$ cat src/rtl/bcd_pkg.sv
// Shared definitions for the BCD complement sequencer.
//   BCD_W        : width of one BCD digit
//   bcd_digit_t  : one packed BCD digit
//   state_t      : sequencer FSM states
//   is_bcd_valid : true when a nibble holds a legal decimal digit (0-9)
package bcd_pkg;

    localparam int BCD_W = 4;

    typedef logic [BCD_W-1:0] bcd_digit_t;

    typedef enum logic [1:0] {
        IDLE,
        STEP,
        DONE
    } state_t;

    function automatic logic is_bcd_valid(input bcd_digit_t digit);
        return digit <= 4'd9;
    endfunction

endpackage

$ cat src/rtl/bcd_nines_digit.sv
// Combinational single-digit BCD 9's complementer.
//   digit : 4-bit input nibble (a,b,c,d = MSB..LSB)
//   nines : 9 - digit for legal digits; any nibble maps to a value <= 9
module bcd_nines_digit
    import bcd_pkg::*;
(
    input  logic [BCD_W-1:0] digit,
    output logic [BCD_W-1:0] nines
);

    logic a, b, c, d;

    assign {a, b, c, d} = digit;

    // w = ~a&~b&~c, x = b^c, y = c, z = ~d
    assign nines = {~a & ~b & ~c, b ^ c, c, ~d};

endmodule

$ cat src/rtl/bcd_complement_sequencer.sv
// Digit-serial BCD 9's / 10's complementer, least-significant digit first.
// One shared bcd_nines_digit instance is muxed across the operand digits.
//   clk   : rising-edge clock
//   rst_n : asynchronous active-low reset
//   start : request pulse, accepted only when idle
//   mode  : 0 = 9's complement, 1 = 10's complement (sampled with start)
//   din   : packed BCD operand, digit i = din[4i+3:4i] (sampled with start)
//   busy  : conversion in progress
//   done  : one-cycle pulse when dout/cout/err are valid
//   dout  : packed result, held until the next accepted start
//   cout  : final decimal carry (always 0 in 9's mode)
//   err   : some input nibble was greater than 9
module bcd_complement_sequencer
    import bcd_pkg::*;
#(
    parameter int DIGITS = 4
) (
    input  logic                    clk,
    input  logic                    rst_n,
    input  logic                    start,
    input  logic                    mode,
    input  logic [BCD_W*DIGITS-1:0] din,
    output logic                    busy,
    output logic                    done,
    output logic [BCD_W*DIGITS-1:0] dout,
    output logic                    cout,
    output logic                    err
);

    localparam int IDX_W = (DIGITS > 1) ? $clog2(DIGITS) : 1;

    state_t                  state_reg, state_next;
    logic [BCD_W*DIGITS-1:0] operand_reg;
    logic [BCD_W*DIGITS-1:0] dout_reg, dout_next;
    logic [IDX_W-1:0]        index_reg;
    logic                    carry_reg, carry_next;
    logic                    cout_reg;
    logic                    err_reg;

    bcd_digit_t              op_digits [DIGITS];
    bcd_digit_t              cur_digit;
    bcd_digit_t              nines_digit;
    bcd_digit_t              sum_digit;
    bcd_digit_t              res_digit;
    logic                    last_digit;

    // Split the operand into digits so the current one can be picked by index.
    for (genvar gi = 0; gi < DIGITS; gi++) begin : g_split
        assign op_digits[gi] = operand_reg[gi*BCD_W +: BCD_W];
    end

    assign cur_digit  = op_digits[index_reg];
    assign last_digit = (index_reg == IDX_W'(DIGITS - 1));

    bcd_nines_digit u_nines (
        .digit (cur_digit),
        .nines (nines_digit)
    );

    // nines_digit <= 9, so the sum never exceeds 10 and a decimal carry
    // only arises from exactly 10.
    assign sum_digit  = nines_digit + {3'b000, carry_reg};
    assign carry_next = (sum_digit == 4'd10);
    assign res_digit  = carry_next ? 4'd0 : sum_digit;

    // Only the nibble at the current index is replaced; the rest keep
    // whatever they held (possibly from the previous conversion).
    for (genvar gi = 0; gi < DIGITS; gi++) begin : g_merge
        assign dout_next[gi*BCD_W +: BCD_W] =
            (index_reg == IDX_W'(gi)) ? res_digit : dout_reg[gi*BCD_W +: BCD_W];
    end

    // State register
    always_ff @(posedge clk or negedge rst_n) begin
        if (!rst_n) begin
            state_reg <= IDLE;
        end else begin
            state_reg <= state_next;
        end
    end

    // Next-state logic
    always_comb begin
        state_next = state_reg;
        case (state_reg)
            IDLE:    if (start) state_next = STEP;
            STEP:    if (last_digit) state_next = DONE;
            DONE:    state_next = IDLE;
            default: state_next = IDLE;
        endcase
    end

    // Output logic
    always_comb begin
        busy = 1'b0;
        done = 1'b0;
        case (state_reg)
            STEP:    busy = 1'b1;
            DONE:    begin busy = 1'b1; done = 1'b1; end
            default: ;
        endcase
    end

    // Datapath registers
    always_ff @(posedge clk or negedge rst_n) begin
        if (!rst_n) begin
            operand_reg <= '0;
            dout_reg    <= '0;
            index_reg   <= '0;
            carry_reg   <= 1'b0;
            cout_reg    <= 1'b0;
            err_reg     <= 1'b0;
        end else begin
            case (state_reg)
                IDLE: begin
                    if (start) begin
                        operand_reg <= din;
                        // The 10's complement is the 9's complement plus an
                        // initial carry into digit 0.
                        carry_reg   <= mode;
                        index_reg   <= '0;
                        err_reg     <= 1'b0;
                        cout_reg    <= 1'b0;
                    end
                end
                STEP: begin
                    dout_reg  <= dout_next;
                    carry_reg <= carry_next;
                    err_reg   <= err_reg | ~is_bcd_valid(cur_digit);
                    if (last_digit) begin
                        cout_reg <= carry_next;
                    end else begin
                        index_reg <= index_reg + 1'b1;
                    end
                end
                default: ;
            endcase
        end
    end

    assign dout = dout_reg;
    assign cout = cout_reg;
    assign err  = err_reg;

endmodule

$ cat config.mk
export PLATFORM = sky130hd
export DESIGN_NAME = bcd_complement_sequencer
export DESIGN_NICKNAME = d
export VERILOG_FILES = /design/src/rtl/bcd_pkg.sv /design/src/rtl/bcd_nines_digit.sv /design/src/rtl/bcd_complement_sequencer.sv
export SDC_FILE = /design/constraint.sdc
export NUM_CORES = 1
export LEC_CHECK = 0
export ABC_AREA = 1
export CORE_MARGIN = 1.5
export CORE_UTILIZATION = 50
export DETAILED_ROUTE_END_ITERATION = 6
export PLACE_DENSITY = 0.81
export SYNTH_ARGS = -nofsm -noshare
export SYNTH_HDL_FRONTEND = slang
export SYNTH_SLANG_ARGS = --single-unit
$ cat constraint.sdc
create_clock -name clk -period 2.5 [get_ports clk]
set_input_delay 0.5 -clock clk [delete_from_list [all_inputs] [get_ports clk]]
set_output_delay 0.5 -clock clk [all_outputs]
set_load 0.01 [all_outputs]
==> impl_metrics.py <==
metrics = {
    "final_layout": {
        "layout.nets": 257,
        "fill_cells": 314,
        "utilization": 0.653,
        "drive_gt1_frac": 0.164,
        "final_common_cell": "nand2_1",
        "antennaDiodeCount": 0,
        "syn_to_final_growth_pct": 26.6,
        "final_cell_area_sq_um": 2370,
        "stdcell_count": 273,
        "final_cell_mix": "nand2_1 (40), dfrtp_1 (39), clkdlybuf4s50_1 (38), mux2_2 (13), nand3_1 (12)",
    },
    "clock_tree": {
        "clk_path_buf_depth": 2,
        "cts_hold_buf": 0,
        "cts_resized": 0,
        "cts_buffers": 5,
        "post_cts_buffers": 0,
        "cts_max_level": 2,
        "clock_latency_ns": 0.29,
        "root_buffer": "clkbuf_8",
        "cts_tree": "yes",
        "cts_sinks": 39,
        "clk_pin_slew_ns": 0.07,
    },
    "detailed_routing": {
        "drc_errors": 0,
        "drt_iter0_drc": 57,
        "drtAntennaViolNets": 0,
        "viasPerCell": 5.04,
        "drt-wirelength-per-cell_um": 12.0,
        "num_vias": 1375,
        "routed_wl_um": 3270,
        "drtPass1Iterations": 4,
    },
    "placed_design": {
        "dpl-instance-area_sq_um": 2300,
        "dpl.hpwl_um": 2480,
        "place.gp.congestion": 0.787,
        "portBuffers": 39,
        "pre_cts_ws_ns": 0.355,
        "dp_cells": 267,
    },
    "sta": {
        "setup_ws_ns": 0.349,
        "fin_crit_ns": 2.15,
        "fmax_mhz": 465,
        "hold_viol": 0,
        "tns_ns": 0,
        "rsz0062_at_grt": "false",
        "worstMarginPinSlew_ns": 0.825,
        "finClkSkew_ns": 0.00382,
        "setup_viol": 0,
        "min_period_over_period": 0.861,
        "holdWs_ns": 0.308,
        "slew_viol_final": 0,
        "relSlewSlack": 0.450,
    },
    "grt": {
        "grtUsageMet2": 0.298,
        "grt_overflow": 0,
        "grt_pass1_wl_um": 5990,
        "grt-busiest-layer": "met2",
        "grt.met3_usage": 0.0687,
        "grtUsageMet1": 0.248,
        "grt_max_degree": 40,
        "grt_pass1_vias": 1324,
        "grt_usage": 0.191,
        "antenna_found_initial": 0,
    },
    "synthesis": {
        "synth.net_count": 213,
        "yosys.area.top_type": "dfrtp_1",
        "ys_seq_area_frac": 0.520,
        "synth_edf_count": 0,
        "avgSynthCellArea_sq_um": 10.3,
        "postSynthCellCount": 182,
        "synth_ff_type": "dfrtp_1",
        "synth_warnings": 0,
        "synth.top_cell.area_share": 0.520,
        "ys_types": 27,
        "yosys_register_bits": 39,
        "syn_area_sq_um": 1880,
        "async_reset_ff_frac": 1.00,
        "synth_area_leaders": "dfrtp_1 (52%), nand2_1 (8.0%), mux2_2 (7.8%)",
    },
    "critical_path": {
        "ff2ff_setup_slack_ns": 0.35,
        "cp-end-kind": "flip-flop",
        "startpoint_type": "flip-flop",
        "worstPathMaxFanout": 12,
        "timing.rr.start": "index_reg[0]",
        "rr_worst_depth": 12,
        "crit_start": "index_reg[0]",
        "critical_path_class": "reg -> reg",
        "arrival_ns": 2.33,
        "required_ns": 2.68,
        "reg2reg_to": "dout[9]",
    },
    "die": {
        "die_w_um": 64.2,
        "dieArea_sq_um": 4130,
        "die_h_um": 64.2,
        "coreArea_sq_um": 3630,
        "rows": 22,
        "io_pins": 40,
        "start_util": 0.516,
    },
    "status": {
        "status": "finished, final reports clean",
    },
    "pwr": {
        "power_density_nw_per_um2": 1300,
        "p_leak_nw": 1.10,
        "power.total_mw": 3.09,
        "irDropWorstVdd_v": 0.000646,
    },
    "job": {
        "maxCapViolCount": 0,
    },
    "min_path": {
        "min_path_type": "in -> async",
    },
}
==> kinds of logic after synthesis <==
logic type | Yosys count | share of synthesized area
AOI/OAI and AO/OA | 25 | 0.0761
buffers and inverters | 19 | 0.0554
adders and majority gates | 11 | 0.0734
DFF | 39 | 0.520
and+or+nand+nor | 71 | 0.174
xor gates and xnor gates | 1 | 0.00467
muxes | 16 | 0.0961
==> power breakdown <==
group          internal [mW]  total [mW]  switching, mW
logic                  0.751        1.60          0.854
clock network          0.185       0.375          0.189
registers              0.926        1.12          0.190
total                   1.86        3.09           1.23
==> worst max path at each step <==
stage | endpoint | depth (start not counted) | slack, ns
after CTS | dout[9] | 12 | 0.35
after detailed placement | dout[9] | 12 | 0.35
after global placement | dout[9] | 12 | 0.43
final | dout[9] | 12 | 0.35
after floorplan | dout[1] | 14 | 0.48
after global routing | dout[5] | 12 | 0.19
==> cell type report <==
cell class / count / area [sq um] / share of cell area
tap: 48 / 60.1 / 0.0253
timing repair buffer: 40 / 393 / 0.166
sequential: 39 / 976 / 0.411
multi-input combinational: 124 / 796 / 0.335
clock buffer: 6 / 72.6 / 0.0306
inverter: 16 / 76.3 / 0.0322
==> cell usage after synthesis (2+ instances only) <==
cell / count
nand2_1: 40
dfrtp_1: 39
mux2_2: 13
nand3_1: 12
ha_1: 11
inv_1: 11
nand2_2: 10
o21ai_0: 9
o21ai_1: 8
nor2_1: 4
a21oi_1: 3
mux2_1: 3
nand3b_1: 3
buf_6: 2
inv_2: 2
==> critical path: stages, from the launching register on <==
cell and delay, ns:
dfrtp_1 0.52, inv_4 0.20, nand2_1 0.07, a32o_1 0.23
ha_1 0.19, ha_1 0.19, xnor2_1 0.13, inv_2 0.08
nand3_1 0.10, inv_1 0.11, nand2_2 0.09, nand3b_1 0.08
nand2_1 0.05
==> routing by layer <==
metal	wire length, um	up-vias
met2	1530	40
met4	53	0
met3	143	5
met1	1550	644
li1	-	686
met5	0	-
Power figures use the tool's default switching activity.
